==> config.mk <==
export PLATFORM = sky130hd
export DESIGN_NAME = demux_rr_dispatch_1_4
export DESIGN_NICKNAME = d
export VERILOG_FILES = /design/src/rtl/demux_pkg.sv /design/src/rtl/demux_chan_buf.sv /design/src/rtl/demux_rr_dispatch_1_4.sv
export SDC_FILE = /design/constraint.sdc
export NUM_CORES = 1
export LEC_CHECK = 0
export BUFFER_PORTS_ARGS = -buffer_cell sky130_fd_sc_hd__buf_2
export CAP_MARGIN = 20
export CORE_MARGIN = 1
export CORE_UTILIZATION = 40
export DETAILED_ROUTE_END_ITERATION = 8
export HOLD_SLACK_MARGIN = 0.03
export PLACE_DENSITY = 0.66
export SLEW_MARGIN = 10
export SYNTH_ARGS = -nofsm -noshare
export SYNTH_HDL_FRONTEND = slang
export SYNTH_SLANG_ARGS = --single-unit
==> constraint.sdc <==
create_clock -name clk -period 1.9 [get_ports clk]
set_input_delay 0.19 -clock clk [delete_from_list [all_inputs] [get_ports clk]]
set_output_delay 0.19 -clock clk [all_outputs]
set_load 0.05 [all_outputs]
==> src/rtl/demux_pkg.sv <==
// ---------------------------------------------------------------------------
// demux_pkg
// Shared definitions for the 1:4 round-robin / steered dispatch front-end.
//   NCH      number of output channels
//   SEL_W    width of a channel index (target select, rr pointer)
//   RR_WRAP  last rr pointer value before wrapping back to channel 0
//   sel_t    channel index type
//   ch_state_t  per-channel buffer occupancy
//   rr_next()   round-robin successor of a channel index
// ---------------------------------------------------------------------------
package demux_pkg;

   localparam int NCH   = 4;
   localparam int SEL_W = 2;

   typedef logic [SEL_W-1:0] sel_t;

   localparam sel_t RR_WRAP = 2'd3;

   typedef enum logic {
      CH_EMPTY = 1'b0,
      CH_FULL  = 1'b1
   } ch_state_t;

   // Successor of a round-robin pointer, wrapping RR_WRAP back to channel 0.
   function automatic sel_t rr_next(input sel_t ptr);
      sel_t nxt;
      if (ptr == RR_WRAP) begin
         nxt = 2'd0;
      end else begin
         nxt = ptr + 2'd1;
      end
      return nxt;
   endfunction

endpackage

==> src/rtl/demux_chan_buf.sv <==
// ---------------------------------------------------------------------------
// demux_chan_buf
// One-entry register slice for a single output channel, plus a saturating
// count of the words loaded into it.
// Ports:
//   clk        rising-edge clock
//   rst        asynchronous active-high reset (empties slice, clears data/count)
//   flush      synchronous clear of occupancy; data and count are kept
//   load       write in_data this cycle (takes priority over drain)
//   drain      consumer takes the held word this cycle
//   in_data    word to load
//   out_valid  slice holds a word
//   out_data   held word (keeps its last value after a drain)
//   count      saturating number of words loaded
// ---------------------------------------------------------------------------
module demux_chan_buf
   import demux_pkg::*;
#(
   parameter int DW    = 8,
   parameter int CNT_W = 8
) (
   input  logic             clk,
   input  logic             rst,
   input  logic             flush,
   input  logic             load,
   input  logic             drain,
   input  logic [DW-1:0]    in_data,
   output logic             out_valid,
   output logic [DW-1:0]    out_data,
   output logic [CNT_W-1:0] count
);

   localparam logic [CNT_W-1:0] CNT_MAX = {CNT_W{1'b1}};
   localparam logic [CNT_W-1:0] CNT_ONE = CNT_W'(1);

   ch_state_t        state_r;
   ch_state_t        state_s;
   logic [DW-1:0]    data_r;
   logic [CNT_W-1:0] count_r;
   logic             load_ok_s;

   // A load is only honoured when no flush is present in the same cycle.
   assign load_ok_s = load & ~flush;

   // Occupancy state register.
   always_ff @(posedge clk or posedge rst) begin
      if (rst) begin
         state_r <= CH_EMPTY;
      end else begin
         state_r <= state_s;
      end
   end

   // Occupancy next state: flush wins, then load (refill keeps FULL), then drain.
   always_comb begin
      state_s = state_r;
      case (state_r)
         CH_EMPTY: begin
            if (load_ok_s) begin
               state_s = CH_FULL;
            end else begin
               state_s = CH_EMPTY;
            end
         end
         CH_FULL: begin
            if (flush) begin
               state_s = CH_EMPTY;
            end else if (load_ok_s) begin
               state_s = CH_FULL;
            end else if (drain) begin
               state_s = CH_EMPTY;
            end else begin
               state_s = CH_FULL;
            end
         end
         default: begin
            state_s = CH_EMPTY;
         end
      endcase
   end

   // Held word; only written on an accepted load, so it survives drains and flushes.
   always_ff @(posedge clk or posedge rst) begin
      if (rst) begin
         data_r <= '0;
      end else if (load_ok_s) begin
         data_r <= in_data;
      end else begin
         data_r <= data_r;
      end
   end

   // Saturating count of loads; flush deliberately leaves it alone.
   always_ff @(posedge clk or posedge rst) begin
      if (rst) begin
         count_r <= '0;
      end else if (load_ok_s && (count_r != CNT_MAX)) begin
         count_r <= count_r + CNT_ONE;
      end else begin
         count_r <= count_r;
      end
   end

   assign out_valid = (state_r == CH_FULL);
   assign out_data  = data_r;
   assign count     = count_r;

endmodule

==> src/rtl/demux_rr_dispatch_1_4.sv <==
// ---------------------------------------------------------------------------
// demux_rr_dispatch_1_4
// Flow-controlled 1:4 dispatch. Each input word goes to one channel, chosen
// either round-robin (mode=0) or by in_sel (mode=1). Each channel holds one
// registered word until its consumer takes it; a full channel can be refilled
// in the same cycle it drains. The head word blocks on its target channel.
// Ports:
//   clk, rst   rising-edge clock, asynchronous active-high reset
//   flush      synchronous clear of all channel buffers and the rr pointer
//   mode       0 = round-robin, 1 = steered by in_sel
//   in_sel     steered target channel
//   in_valid, in_data, in_ready   input word handshake
//   out_valid, out_data, out_ready   per-channel handshake (channel i at [i*DW +: DW])
//   rr_ptr     current round-robin target
//   ch_count   per-channel saturating accepted-word counts (channel i at [i*CNT_W +: CNT_W])
// ---------------------------------------------------------------------------
module demux_rr_dispatch_1_4
   import demux_pkg::*;
#(
   parameter int DW    = 8,
   parameter int CNT_W = 8
) (
   input  logic                 clk,
   input  logic                 rst,
   input  logic                 flush,
   input  logic                 mode,
   input  logic [SEL_W-1:0]     in_sel,
   input  logic                 in_valid,
   input  logic [DW-1:0]        in_data,
   output logic                 in_ready,
   output logic [NCH-1:0]       out_valid,
   output logic [NCH*DW-1:0]    out_data,
   input  logic [NCH-1:0]       out_ready,
   output logic [SEL_W-1:0]     rr_ptr,
   output logic [NCH*CNT_W-1:0] ch_count
);

   sel_t           rr_ptr_r;
   sel_t           rr_ptr_s;
   sel_t           tgt_s;
   logic           ready_s;
   logic           accept_s;
   logic [NCH-1:0] load_s;
   logic [NCH-1:0] drain_s;

   assign tgt_s = mode ? in_sel : rr_ptr_r;

   // Target can take a word if empty or being emptied this cycle; held low in reset and flush.
   assign ready_s  = ~rst & ~flush & (~out_valid[tgt_s] | out_ready[tgt_s]);
   assign in_ready = ready_s;
   assign accept_s = in_valid & ready_s;

   // Round-robin pointer next value: only round-robin accepts move it.
   always_comb begin
      rr_ptr_s = rr_ptr_r;
      if (flush) begin
         rr_ptr_s = 2'd0;
      end else if (accept_s && !mode) begin
         rr_ptr_s = rr_next(rr_ptr_r);
      end else begin
         rr_ptr_s = rr_ptr_r;
      end
   end

   // Round-robin pointer register.
   always_ff @(posedge clk or posedge rst) begin
      if (rst) begin
         rr_ptr_r <= 2'd0;
      end else begin
         rr_ptr_r <= rr_ptr_s;
      end
   end

   assign rr_ptr = rr_ptr_r;

   for (genvar i = 0; i < NCH; i++) begin : g_chan
      assign load_s[i]  = accept_s & (tgt_s == sel_t'(i));
      assign drain_s[i] = out_valid[i] & out_ready[i];

      demux_chan_buf #(
         .DW    (DW),
         .CNT_W (CNT_W)
      ) u_buf (
         .clk       (clk),
         .rst       (rst),
         .flush     (flush),
         .load      (load_s[i]),
         .drain     (drain_s[i]),
         .in_data   (in_data),
         .out_valid (out_valid[i]),
         .out_data  (out_data[i*DW +: DW]),
         .count     (ch_count[i*CNT_W +: CNT_W])
      );
   end

endmodule

==> results.txt <==
The floorplan step defined a core boundary enclosing 7810 um^2. Type of origin of the critical path: a flop. sky130_fd_sc_hd__dfrtp_1 is the most common cell in the netlist.

In this run the static leakage power is 2.01 nW. The cell area power density was 1160 nW/um^2. Placed standard-cell area: 3910 um^2. The maximum vdd drop was 0.000896 V. Summing all flip-flop and latch instances after layout gives 1760 um^2. TritonCTS built the clock tree. The tools report the insertion delay of the later-clocked pin in the worst-skew pair as 0.33 ns. The clock period could shrink to 1.87 ns. The logs give 0 for the number of antenna violations at the first check in global routing and 53.5% for the sequential share of the synthesized area. The run gives 2373 as the via count of the routed design. The multi-input combinational cells in the finished layout cover a total of 1470 um^2. Summed over its instances, the top area cell type makes up 53.5% of the synthesized netlist area. The count of input and output buffers came out at 89. Together, buffers and inverters on the worst path number 2. Fraction of layout cells with a size suffix above 1: 49.0%. Initial core utilization: 42.0%. Dividing the detail-routed via count by the number of cells gives 5.10. The first detailed-routing pass took 4 iterations. Headroom to the max-slew limit came out at 53.6%. During I/O placement, the number of pins put on the boundary was 90. The flow ran to the end, and the final reports show no timing, DRC or antenna violations.

Sorting the synthesized cells by area gives the leading types as sky130_fd_sc_hd__dfrtp_1 (53%), sky130_fd_sc_hd__mux2_2 (14%), sky130_fd_sc_hd__xnor2_1 (3.2%). After floorplanning, the core was divided into 32 placement rows. The die is 92.5 um wide.

Walking the worst path, the cells encountered are mux2i_2, buf_4, nor2_1, nor3_1, a21oi_1, nor3_4, buf_6. The most used flip-flop cell after synthesis is sky130_fd_sc_hd__dfrtp_1. The clock transition at the register clock pins on the worst setup and hold paths after CTS works out to 0.08 ns. The level count of the clock H-tree is 3, and the synthesized net count is 279. The synthesized area per cell works out to 12.8 um^2. The floorplan step defined a die boundary enclosing 8560 um^2. From bottom edge to top edge, the die measures 92.5 um. Summed over all layers, the global routing overflow is 0. The number of design rule violations left after detail routing was 0. The worst clock skew on the final layout came out at 0.00540 ns. The worst min-delay path class is input pin to async pin. Global routing consumed, over all layers together, 17.9% of the routing resources.

The synthesized design contains 0 enable-type register cells. The path type of the worst setup path is flop to output port. The clock net in this run drives a total of 70 sinks. The cell family contributing the most delay on the critical path is flip-flops. The worst register-to-register path has a setup slack of 0.06 ns. Number of global-route vias before repair: 2439. The final number of max-transition violations is 0, and the half-perimeter wire length after detailed placement is 5180 um. The number of buffers added by the clock tree synthesis step is 9, and the worst hold margin is 0.0153 ns. The post-synthesis async set-or-reset flop share is 100%. The commonest cells after synthesis are sky130_fd_sc_hd__dfrtp_1 (70), sky130_fd_sc_hd__mux2_2 (40), sky130_fd_sc_hd__nand2_1 (13), sky130_fd_sc_hd__nand3_1 (13), sky130_fd_sc_hd__xnor2_1 (12). The register bit total from synthesis was 70. For this block, the initial DRC count from the detailed router was 99. At the worst endpoint, the required time is 1.71 ns. The critical path arrival was 1.68 ns; the final instance area was 4120 um^2. Counting every instance in the synthesized netlist gives 255. In the final design database the tool counted 382 nets. Yosys printed 0 warnings. Static timing analysis puts the maximum clock frequency at 534 MHz.

The final critical-path share of the clock period is 98.6%, and the final estimated routing congestion in global placement is 0.841. After detailed routing, the average wire length per cell comes to 15.1 um. The first global-routing pass estimated 11900 um of wire.

Setup repair after global routing could not meet its margin everywhere. The tools report the sort of element at the end of the critical path as an output port. Max-cap violations in this run came to 0.

The filler cells instantiated in the layout total 727. After detailed routing, the total wire length is 7030 um. For the final antenna diode count, the log shows 0. The summed instance area of the synthesized netlist was 3280 um^2. The number of endpoints with negative hold slack in the final report came out at 0. Setup violations remaining at the end of the flow were counted as 0.

The deepest clock path buffer count is 2. Relative to the synthesized area, the layout overhead comes to 25.7%. For the pin with the worst max-slew slack, the measured transition is 0.694 ns.

The antenna violation net count after detailed routing was 0. CTS placed an instance of sky130_fd_sc_hd__clkbuf_8 at the clock tree root. The biggest cell delay along the critical path is 0.42 ns. The maximum number of pins on one net before global-route repair was 32.

Along the worst path, the maximum fanout reaches 3. The cell accounting for the most synthesized area is sky130_fd_sc_hd__dfrtp_1. Buffers inserted to repair hold after CTS numbered 0. For this design, the slowest cell found on the critical path is sky130_fd_sc_hd__dfrtp_2. In this run, distinct cell masters in the synthesized netlist total 44.
[stage by stage]
step | instances | TNS, ns | util (%) | worst slack (ns) | total power, mW
floorplan | 255 | 0 | - | 0.0316 | 3.22
global placement | 448 | 0 | 50.0 | 0.0825 | 3.61
detailed placement | 448 | 0 | 50.0 | 0.0209 | 3.63
CTS | 465 | 0 | 52.6 | 0.000945 | 4.83
global route | 465 | -0.249 | 52.8 | -0.100 | 5.01
finish | 465 | 0 | 52.8 | 0.0257 | 4.77
[power breakdown]
group / internal [mW] / switching, mW / leakage [nW]
combinational: 0.429 / 1.22 / 1.00
sequential: 1.75 / 0.202 / 0.914
clock: 0.610 / 0.560 / 0.0899
[repair_timing]
action,in CTS,in global routing
gates cloned,0,0
setup endpoints to repair,1,4
gates resized for setup,2,2
setup buffers,1,0
[worst paths after layout]
kind	depth (start not counted)	from	endpoint
worst min register to register	1	g_chan[3].u_buf.count[4]$_DFFE_PP0P_	g_chan[3].u_buf.count[4]$_DFFE_PP0P_
max in group asynchronous	3	rst	g_chan[1].u_buf.count[6]$_DFFE_PP0P_
worst min-delay path	2	rst	g_chan[3].u_buf.count[3]$_DFFE_PP0P_
worst max-delay path	7	rr_ptr[0]$_DFFE_PP0P_	in_ready
worst max register to register	5	rr_ptr[1]$_DFFE_PP0P_	g_chan[2].u_buf.count[6]$_DFFE_PP0P_
min in group clk	2	in_data[6]	g_chan[3].u_buf.out_data[6]$_DFFE_PP0P_
[sequential cells by signal (all words and copies together) (netlist names)]
signal / cells
rr_ptr: 2
g_chan.u_buf.out_data: 32
g_chan.u_buf.out_valid: 4
g_chan.u_buf.count: 32
[layout by cell type (no fill, tap or decap), types with 2 or more instances in the layout]
cell                         count
sky130_fd_sc_hd__xor2_1          4
sky130_fd_sc_hd__inv_1           2
sky130_fd_sc_hd__nor4_2          2
sky130_fd_sc_hd__clkinvlp_4      3
sky130_fd_sc_hd__nor4_1          2
sky130_fd_sc_hd__nor2_1          9
sky130_fd_sc_hd__a21oi_1         3
sky130_fd_sc_hd__o21ai_0         6
sky130_fd_sc_hd__nor3_1          5
sky130_fd_sc_hd__nand4_1         9
sky130_fd_sc_hd__ha_1            5
sky130_fd_sc_hd__a31oi_4         2
sky130_fd_sc_hd__nor4b_2         2
sky130_fd_sc_hd__clkbuf_8        9
sky130_fd_sc_hd__buf_12          2
sky130_fd_sc_hd__mux2_4          2
sky130_fd_sc_hd__mux2i_1         2
sky130_fd_sc_hd__buf_2          88
sky130_fd_sc_hd__mux2_1          3
sky130_fd_sc_hd__clkbuf_1        2
sky130_fd_sc_hd__dfrtp_2         4
sky130_fd_sc_hd__and2_1          2
sky130_fd_sc_hd__nand2_1        13
sky130_fd_sc_hd__nand3_1        13
sky130_fd_sc_hd__o211ai_2        2
sky130_fd_sc_hd__nand2b_1        9
sky130_fd_sc_hd__nor3b_1         2
sky130_fd_sc_hd__and4_1          3
sky130_fd_sc_hd__mux2_2         40
sky130_fd_sc_hd__and3_1          4
sky130_fd_sc_hd__dfrtp_1        66
sky130_fd_sc_hd__o21a_1          2
sky130_fd_sc_hd__buf_4           9
sky130_fd_sc_hd__xnor2_1        12
[layer usage]
layer  track usage (%)  part of all wire (%)  vias up
met4              6.25                   1.4        0
li1                  -                     -     1128
met3              5.75                   6.9        9
met5                 0                     0        -
met1              22.8                    44     1169
met2              28.6                    47       67
[kinds of logic after synthesis]
group / Yosys count / synth area share (%)
muxes: 49 / 17.4
DFF: 70 / 53.5
adders and majority gates: 5 / 1.91
and+or+nand+nor: 86 / 16.1
xor gates and xnor gates: 16 / 4.28
AOI/OAI and AO/OA: 18 / 4.58
buffers and inverters: 11 / 2.25
[layout make-up]
| type | count | share of cell area, % |
|---|---|---|
| inverter | 3 | 0.365 |
| timing repair buffer | 100 | 13.6 |
| tap | 102 | 3.10 |
| clock buffer | 11 | 3.19 |
| multi-input combinational | 174 | 35.7 |
| sequential | 70 | 42.6 |
| clock inverter | 5 | 1.43 |
Note: power is estimated with default switching activity, not from simulation.
